$ cat src/rtl/regfile_arbiter_if.sv
// Request/response and register-file bus between the two requesters, the
// shared register file and the arbiter.
interface regfile_arbiter_if #(
   parameter int unsigned DATA_W = 32,
   parameter int unsigned ADDR_W = 5
);
   // requester 0 (core datapath)
   logic              i_req_valid_0;
   logic              o_req_ready_0;
   logic              i_req_we_0;
   logic [ADDR_W-1:0] i_req_addr0_0;
   logic [ADDR_W-1:0] i_req_addr1_0;
   logic [DATA_W-1:0] i_req_wdata_0;
   logic              o_rsp_valid_0;
   logic              i_rsp_ready_0;
   logic [DATA_W-1:0] o_rsp_data0_0;
   logic [DATA_W-1:0] o_rsp_data1_0;
   // requester 1 (debug/load port)
   logic              i_req_valid_1;
   logic              o_req_ready_1;
   logic              i_req_we_1;
   logic [ADDR_W-1:0] i_req_addr0_1;
   logic [ADDR_W-1:0] i_req_addr1_1;
   logic [DATA_W-1:0] i_req_wdata_1;
   logic              o_rsp_valid_1;
   logic              i_rsp_ready_1;
   logic [DATA_W-1:0] o_rsp_data0_1;
   logic [DATA_W-1:0] o_rsp_data1_1;
   // register file side
   logic              o_rf_we;
   logic [ADDR_W-1:0] o_rf_addr0;
   logic [ADDR_W-1:0] o_rf_addr1;
   logic [DATA_W-1:0] o_rf_wdata;
   logic [DATA_W-1:0] i_rf_data0;
   logic [DATA_W-1:0] i_rf_data1;

   // arbiter view
   modport slave (
      input  i_req_valid_0, i_req_we_0, i_req_addr0_0, i_req_addr1_0, i_req_wdata_0, i_rsp_ready_0,
      output o_req_ready_0, o_rsp_valid_0, o_rsp_data0_0, o_rsp_data1_0,
      input  i_req_valid_1, i_req_we_1, i_req_addr0_1, i_req_addr1_1, i_req_wdata_1, i_rsp_ready_1,
      output o_req_ready_1, o_rsp_valid_1, o_rsp_data0_1, o_rsp_data1_1,
      output o_rf_we, o_rf_addr0, o_rf_addr1, o_rf_wdata,
      input  i_rf_data0, i_rf_data1
   );

   // requester + register file view
   modport master (
      output i_req_valid_0, i_req_we_0, i_req_addr0_0, i_req_addr1_0, i_req_wdata_0, i_rsp_ready_0,
      input  o_req_ready_0, o_rsp_valid_0, o_rsp_data0_0, o_rsp_data1_0,
      output i_req_valid_1, i_req_we_1, i_req_addr0_1, i_req_addr1_1, i_req_wdata_1, i_rsp_ready_1,
      input  o_req_ready_1, o_rsp_valid_1, o_rsp_data0_1, o_rsp_data1_1,
      input  o_rf_we, o_rf_addr0, o_rf_addr1, o_rf_wdata,
      output i_rf_data0, i_rf_data1
   );
endinterface

$ cat src/rtl/regfile_arbiter.sv
// Round-robin two-requester arbiter for a single-access register file with a
// one-entry response buffer per requester. Grant and register-file drive are
// combinational in the request cycle; responses appear one cycle later.
module regfile_arbiter #(
   parameter int unsigned DATA_W = 32,
   parameter int unsigned ADDR_W = 5
) (
   input logic             i_clk,
   input logic             i_rst_n,
   regfile_arbiter_if.slave bus
);

   logic elig_0;
   logic elig_1;
   logic grant_0;
   logic grant_1;
   logic last_q;   // requester granted most recently

   // Eligibility and round-robin grant; reset gates grants so the bus idles.
   always_comb begin
      elig_0  = i_rst_n && bus.i_req_valid_0 && (!bus.o_rsp_valid_0 || bus.i_rsp_ready_0);
      elig_1  = i_rst_n && bus.i_req_valid_1 && (!bus.o_rsp_valid_1 || bus.i_rsp_ready_1);
      grant_0 = elig_0 && (!elig_1 || last_q);
      grant_1 = elig_1 && (!elig_0 || !last_q);
      bus.o_req_ready_0 = grant_0;
      bus.o_req_ready_1 = grant_1;
   end

   // Register-file drive from the granted request, idle zeros otherwise.
   always_comb begin
      bus.o_rf_we    = 1'b0;
      bus.o_rf_addr0 = '0;
      bus.o_rf_addr1 = '0;
      bus.o_rf_wdata = '0;
      if (grant_0) begin
         bus.o_rf_we    = bus.i_req_we_0;
         bus.o_rf_addr0 = bus.i_req_addr0_0;
         bus.o_rf_addr1 = bus.i_req_addr1_0;
         bus.o_rf_wdata = bus.i_req_wdata_0;
      end else if (grant_1) begin
         bus.o_rf_we    = bus.i_req_we_1;
         bus.o_rf_addr0 = bus.i_req_addr0_1;
         bus.o_rf_addr1 = bus.i_req_addr1_1;
         bus.o_rf_wdata = bus.i_req_wdata_1;
      end
   end

   // Last-grant pointer; starts at 1 so requester 0 wins the first tie.
   always_ff @(posedge i_clk or negedge i_rst_n) begin
      if (!i_rst_n) begin
         last_q <= 1'b1;
      end else if (grant_0) begin
         last_q <= 1'b0;
      end else if (grant_1) begin
         last_q <= 1'b1;
      end
   end

   // Requester 0 response buffer: read data, or zeros as a write ack.
   always_ff @(posedge i_clk or negedge i_rst_n) begin
      if (!i_rst_n) begin
         bus.o_rsp_valid_0 <= 1'b0;
         bus.o_rsp_data0_0 <= '0;
         bus.o_rsp_data1_0 <= '0;
      end else if (grant_0) begin
         bus.o_rsp_valid_0 <= 1'b1;
         bus.o_rsp_data0_0 <= bus.i_req_we_0 ? '0 : bus.i_rf_data0;
         bus.o_rsp_data1_0 <= bus.i_req_we_0 ? '0 : bus.i_rf_data1;
      end else if (bus.i_rsp_ready_0) begin
         bus.o_rsp_valid_0 <= 1'b0;
      end
   end

   // Requester 1 response buffer: read data, or zeros as a write ack.
   always_ff @(posedge i_clk or negedge i_rst_n) begin
      if (!i_rst_n) begin
         bus.o_rsp_valid_1 <= 1'b0;
         bus.o_rsp_data0_1 <= '0;
         bus.o_rsp_data1_1 <= '0;
      end else if (grant_1) begin
         bus.o_rsp_valid_1 <= 1'b1;
         bus.o_rsp_data0_1 <= bus.i_req_we_1 ? '0 : bus.i_rf_data0;
         bus.o_rsp_data1_1 <= bus.i_req_we_1 ? '0 : bus.i_rf_data1;
      end else if (bus.i_rsp_ready_1) begin
         bus.o_rsp_valid_1 <= 1'b0;
      end
   end

endmodule

$ cat src/flat_wrapper.sv
// flat-port wrapper written by rule: the top's interface ports become plain ports
module regfile_arbiter_flat 
#(
   parameter int unsigned DATA_W = 32,
   parameter int unsigned ADDR_W = 5
)
  (i_clk, i_rst_n, bus_i_req_valid_0, bus_i_req_we_0, bus_i_req_addr0_0, bus_i_req_addr1_0, bus_i_req_wdata_0, bus_i_rsp_ready_0, bus_o_req_ready_0, bus_o_rsp_valid_0, bus_o_rsp_data0_0, bus_o_rsp_data1_0, bus_i_req_valid_1, bus_i_req_we_1, bus_i_req_addr0_1, bus_i_req_addr1_1, bus_i_req_wdata_1, bus_i_rsp_ready_1, bus_o_req_ready_1, bus_o_rsp_valid_1, bus_o_rsp_data0_1, bus_o_rsp_data1_1, bus_o_rf_we, bus_o_rf_addr0, bus_o_rf_addr1, bus_o_rf_wdata, bus_i_rf_data0, bus_i_rf_data1);
  regfile_arbiter_if #(.DATA_W(DATA_W), .ADDR_W(ADDR_W)) bus_i ();
  input logic i_clk;
  input logic i_rst_n;
  input wire logic [$bits(bus_i.i_req_valid_0)-1:0] bus_i_req_valid_0;
  input wire logic [$bits(bus_i.i_req_we_0)-1:0] bus_i_req_we_0;
  input wire logic [$bits(bus_i.i_req_addr0_0)-1:0] bus_i_req_addr0_0;
  input wire logic [$bits(bus_i.i_req_addr1_0)-1:0] bus_i_req_addr1_0;
  input wire logic [$bits(bus_i.i_req_wdata_0)-1:0] bus_i_req_wdata_0;
  input wire logic [$bits(bus_i.i_rsp_ready_0)-1:0] bus_i_rsp_ready_0;
  output wire logic [$bits(bus_i.o_req_ready_0)-1:0] bus_o_req_ready_0;
  output wire logic [$bits(bus_i.o_rsp_valid_0)-1:0] bus_o_rsp_valid_0;
  output wire logic [$bits(bus_i.o_rsp_data0_0)-1:0] bus_o_rsp_data0_0;
  output wire logic [$bits(bus_i.o_rsp_data1_0)-1:0] bus_o_rsp_data1_0;
  input wire logic [$bits(bus_i.i_req_valid_1)-1:0] bus_i_req_valid_1;
  input wire logic [$bits(bus_i.i_req_we_1)-1:0] bus_i_req_we_1;
  input wire logic [$bits(bus_i.i_req_addr0_1)-1:0] bus_i_req_addr0_1;
  input wire logic [$bits(bus_i.i_req_addr1_1)-1:0] bus_i_req_addr1_1;
  input wire logic [$bits(bus_i.i_req_wdata_1)-1:0] bus_i_req_wdata_1;
  input wire logic [$bits(bus_i.i_rsp_ready_1)-1:0] bus_i_rsp_ready_1;
  output wire logic [$bits(bus_i.o_req_ready_1)-1:0] bus_o_req_ready_1;
  output wire logic [$bits(bus_i.o_rsp_valid_1)-1:0] bus_o_rsp_valid_1;
  output wire logic [$bits(bus_i.o_rsp_data0_1)-1:0] bus_o_rsp_data0_1;
  output wire logic [$bits(bus_i.o_rsp_data1_1)-1:0] bus_o_rsp_data1_1;
  output wire logic [$bits(bus_i.o_rf_we)-1:0] bus_o_rf_we;
  output wire logic [$bits(bus_i.o_rf_addr0)-1:0] bus_o_rf_addr0;
  output wire logic [$bits(bus_i.o_rf_addr1)-1:0] bus_o_rf_addr1;
  output wire logic [$bits(bus_i.o_rf_wdata)-1:0] bus_o_rf_wdata;
  input wire logic [$bits(bus_i.i_rf_data0)-1:0] bus_i_rf_data0;
  input wire logic [$bits(bus_i.i_rf_data1)-1:0] bus_i_rf_data1;
  assign bus_i.i_req_valid_0 = bus_i_req_valid_0;
  assign bus_i.i_req_we_0 = bus_i_req_we_0;
  assign bus_i.i_req_addr0_0 = bus_i_req_addr0_0;
  assign bus_i.i_req_addr1_0 = bus_i_req_addr1_0;
  assign bus_i.i_req_wdata_0 = bus_i_req_wdata_0;
  assign bus_i.i_rsp_ready_0 = bus_i_rsp_ready_0;
  assign bus_o_req_ready_0 = bus_i.o_req_ready_0;
  assign bus_o_rsp_valid_0 = bus_i.o_rsp_valid_0;
  assign bus_o_rsp_data0_0 = bus_i.o_rsp_data0_0;
  assign bus_o_rsp_data1_0 = bus_i.o_rsp_data1_0;
  assign bus_i.i_req_valid_1 = bus_i_req_valid_1;
  assign bus_i.i_req_we_1 = bus_i_req_we_1;
  assign bus_i.i_req_addr0_1 = bus_i_req_addr0_1;
  assign bus_i.i_req_addr1_1 = bus_i_req_addr1_1;
  assign bus_i.i_req_wdata_1 = bus_i_req_wdata_1;
  assign bus_i.i_rsp_ready_1 = bus_i_rsp_ready_1;
  assign bus_o_req_ready_1 = bus_i.o_req_ready_1;
  assign bus_o_rsp_valid_1 = bus_i.o_rsp_valid_1;
  assign bus_o_rsp_data0_1 = bus_i.o_rsp_data0_1;
  assign bus_o_rsp_data1_1 = bus_i.o_rsp_data1_1;
  assign bus_o_rf_we = bus_i.o_rf_we;
  assign bus_o_rf_addr0 = bus_i.o_rf_addr0;
  assign bus_o_rf_addr1 = bus_i.o_rf_addr1;
  assign bus_o_rf_wdata = bus_i.o_rf_wdata;
  assign bus_i.i_rf_data0 = bus_i_rf_data0;
  assign bus_i.i_rf_data1 = bus_i_rf_data1;
  regfile_arbiter #(.DATA_W(DATA_W), .ADDR_W(ADDR_W)) u_core (.i_clk(i_clk), .i_rst_n(i_rst_n), .bus(bus_i));
endmodule
$ cat config.mk
export PLATFORM = sky130hd
export DESIGN_NAME = regfile_arbiter_flat
export DESIGN_NICKNAME = d
export VERILOG_FILES = /design/src/rtl/regfile_arbiter_if.sv /design/src/rtl/regfile_arbiter.sv /design/src/flat_wrapper.sv
export SDC_FILE = /design/constraint.sdc
export NUM_CORES = 1
export LEC_CHECK = 0
export CAP_MARGIN = 20
export CORE_ASPECT_RATIO = 1.5
export CORE_MARGIN = 5
export CORE_UTILIZATION = 45
export CTS_BUF_LIST = sky130_fd_sc_hd__clkbuf_8
export DETAILED_ROUTE_END_ITERATION = 8
export PLACE_DENSITY = 0.86
export SETUP_SLACK_MARGIN = 0.3
export SLEW_MARGIN = 15
export SYNTH_ARGS = -nofsm -noshare
export SYNTH_HDL_FRONTEND = slang
export SYNTH_SLANG_ARGS = --single-unit
$ cat constraint.sdc
create_clock -name i_clk -period 3.2 [get_ports i_clk]
set_input_delay 0.64 -clock i_clk [delete_from_list [all_inputs] [get_ports i_clk]]
set_output_delay 0.64 -clock i_clk [all_outputs]
set_load 0.01 [all_outputs]
==> flow_summary.json <==
{
  "hold_viol_final": 0,
  "cts_max_path_buffers": 2,
  "grt_antenna_before_repair": 1,
  "grt_max_degree": 77,
  "rows": 54,
  "dr.pass1.iters": 4,
  "post-route-period-util": 0.913,
  "dieHeight_um": 159,
  "clkLatencyLatePin_ns": 0.42,
  "syn_inst": 580,
  "fp.dieW_um": 109,
  "drc": 0,
  "start_kind": "primary input",
  "drt-initial-drc-count": 327,
  "vias": 5618,
  "utilization": 0.724,
  "outcome": "finished, final reports clean",
  "synth_warnings": 0,
  "ctsHoldBuffers": 0,
  "clock.fmax_mhz": 342,
  "fin_crit_ns": 2.92,
  "yosysSeqAreaShare": 0.494,
  "clockRootBuffer": "clkbuf_8",
  "path_class": "in2out",
  "grt_pass1_wl_mm": 34.1,
  "final_layout_size_suffix_gt1_frac": 0.173,
  "crit_arrival_ns": 2.28,
  "wl_per_cell_um": 20.3,
  "start_util": 0.457,
  "final_common_cell": "clkdlybuf4s50_1",
  "cts_tree": "done",
  "ant_nets": 0,
  "maxCapViolCount": 0,
  "finalSetupViolCount": 0,
  "fin_skew_ns": 0.0177,
  "vdd.ir_drop.worst_mv": 0.341,
  "finalWirelength_mm": 22.6,
  "synth_area_per_cell_um2": 11.4,
  "leakage_nw": 4.71,
  "num_io_pins": 331,
  "ys_seq_elements": 131,
  "power_density_nw_per_um2": 552,
  "worst_ep_required_time_ns": 2.56,
  "fin_nets": 1059,
  "synth_cell_type_count": 23,
  "cts.sinks": 131,
  "syn_to_final_growth_pct": 58.4,
  "clkTransAtPathRegs_ns": 0.08,
  "total_power_w": 0.00581,
  "grt_pass1_vias": 5803,
  "maxSlewHeadroom": 0.360,
  "ctsHtreeMaxLevel": 4,
  "final_cell_mix": "clkdlybuf4s50_1 (281), nor2b_1 (130), dfrtp_1 (130)",
  "hold_class": "in2async",
  "synth_area_um2": 6630,
  "core_area_um2": 14500,
  "rsz0062_at_grt": "true",
  "port_buffers": 330,
  "tightest_slew_ns": 0.959,
  "grt_util_all_layers": 0.257,
  "dieArea_um2": 17300,
  "overflow": 0,
  "final_area_um2": 10500,
  "slew_violations": 0,
  "cp_max_fo": 18,
  "postPlaceCellArea_um2": 10100,
  "place.gp.congestion": 0.894,
  "synthesis.nets": 736,
  "endpoint_kind": "output port",
  "hpwl_mm": 16.9,
  "vias_per_cell": 5.05,
  "cts_buffers": 17
}
## synthesized netlist by cell type, drive strengths merged
master  count  area [um^2]
clkbuf     26         97.6
o211ai      1         7.51
or2         2         12.5
mux2      128         1580
nor2b     131          822
and2        1         6.26
o21ai       2         10.0
nand2      89          334
nand2b      1         6.26
dfrtp     130         3250
inv         1         3.75
a211o       1         8.76
o22ai      43          269
dfstp       1         26.3
a211oi      1         12.5
o211a       1         10.0
buf        21          170
## per-layer routing
metal,GRT usage,vias up,share of wire
met2,0.452,233,0.53
met5,0,-,0
met1,0.279,2747,0.35
met3,0.0776,41,0.082
li1,-,2597,-
met4,0.110,0,0.040
## area by class of cell
cell class	count	area (um^2)
Timing Repair Buffer	351	3460
Tap cell	196	245
Multi-Input combinational cell	401	3110
Fill cell	1013	4020
Antenna cell	1	2.50
Clock buffer	17	234
Inverter	1	3.75
Sequential cell	131	3280
Clock inverter	14	175
## through the flow
step / std cells / setup slack [ns] / hold WS (ns) / TNS, ns
finish: 1112 / 0.278 / 0.110 / 0
global placement: 1076 / -0.0131 / 0.466 / -0.0131
global route: 1112 / 0.227 / 0.0750 / 0
CTS: 1109 / 0.323 / 0.0811 / 0
detailed placement: 1076 / -0.0356 / 0.474 / -0.0646
floorplan: 580 / 0.921 / 0.344 / 0
## timing repair
| item | 4_1_cts | 5_1_grt |
|---|---|---|
| cloned | 0 | 1 |
| setup endpoints to repair | 44 | 44 |
| gates resized for setup | 47 | 19 |
| setup buffers | 2 | 1 |
## state kept, by name, summed over array words and instances, names as in the netlist
register and flops:
u_core.bus.o_rsp_data0_0 32, u_core.bus.o_rsp_data0_1 32, u_core.bus.o_rsp_data1_0 32, u_core.bus.o_rsp_data1_1 32
u_core.bus.o_rsp_valid_0 1, u_core.bus.o_rsp_valid_1 1, u_core.last_q 1
## worst paths after layout
check	from	end	slack, ns	cells after the start
min	i_rst_n	u_core.bus.o_rsp_data1_1[26]$_DFFE_PN0P_	0.11	1
min in group i_clk	u_core.bus.o_rsp_data1_0[17]$_DFFE_PN0P_	u_core.bus.o_rsp_data1_0[17]$_DFFE_PN0P_	0.48	1
min reg2reg	u_core.bus.o_rsp_data1_0[17]$_DFFE_PN0P_	u_core.bus.o_rsp_data1_0[17]$_DFFE_PN0P_	0.48	1
max reg2reg	u_core.last_q$_DFFE_PN1P_	u_core.bus.o_rsp_data1_0[15]$_DFFE_PN0P_	1.00	6
max	bus_i_rsp_ready_0	bus_o_rf_wdata[9]	0.28	7
max in group asynchronous	i_rst_n	u_core.bus.o_rsp_data0_1[20]$_DFFE_PN0P_	1.48	3
## cell families (layout without fill, tap and decap cells)
| logic type | after synthesis | in the layout | share of synthesized area |
|---|---|---|---|
| buffers and inverters | 48 | 383 | 0.0409 |
| AND/OR/NAND/NOR | 224 | 224 | 0.178 |
| AO/OA/AOI/OAI | 49 | 49 | 0.0479 |
| flip-flops | 131 | 131 | 0.494 |
| multiplexers | 128 | 128 | 0.239 |
| other | 0 | 1 | 0 |
## report_power, final
group	leakage [nW]	internal, W	switching, W
combinational	2.82	0.00128	0.000840
clock	0.200	0.000779	0.000680
sequential	1.69	0.00202	0.000201
total	4.71	0.00409	0.00172
## worst max-delay path, cell delays in order
cell and delay [ns]:
clkdlybuf4s50_1 0.50, nor2b_4 0.06, o211ai_1 0.30, buf_4 0.20
buf_6 0.18, o22ai_1 0.11, dlygate4sd2_1 0.30
(Power assumes the default switching activity.)
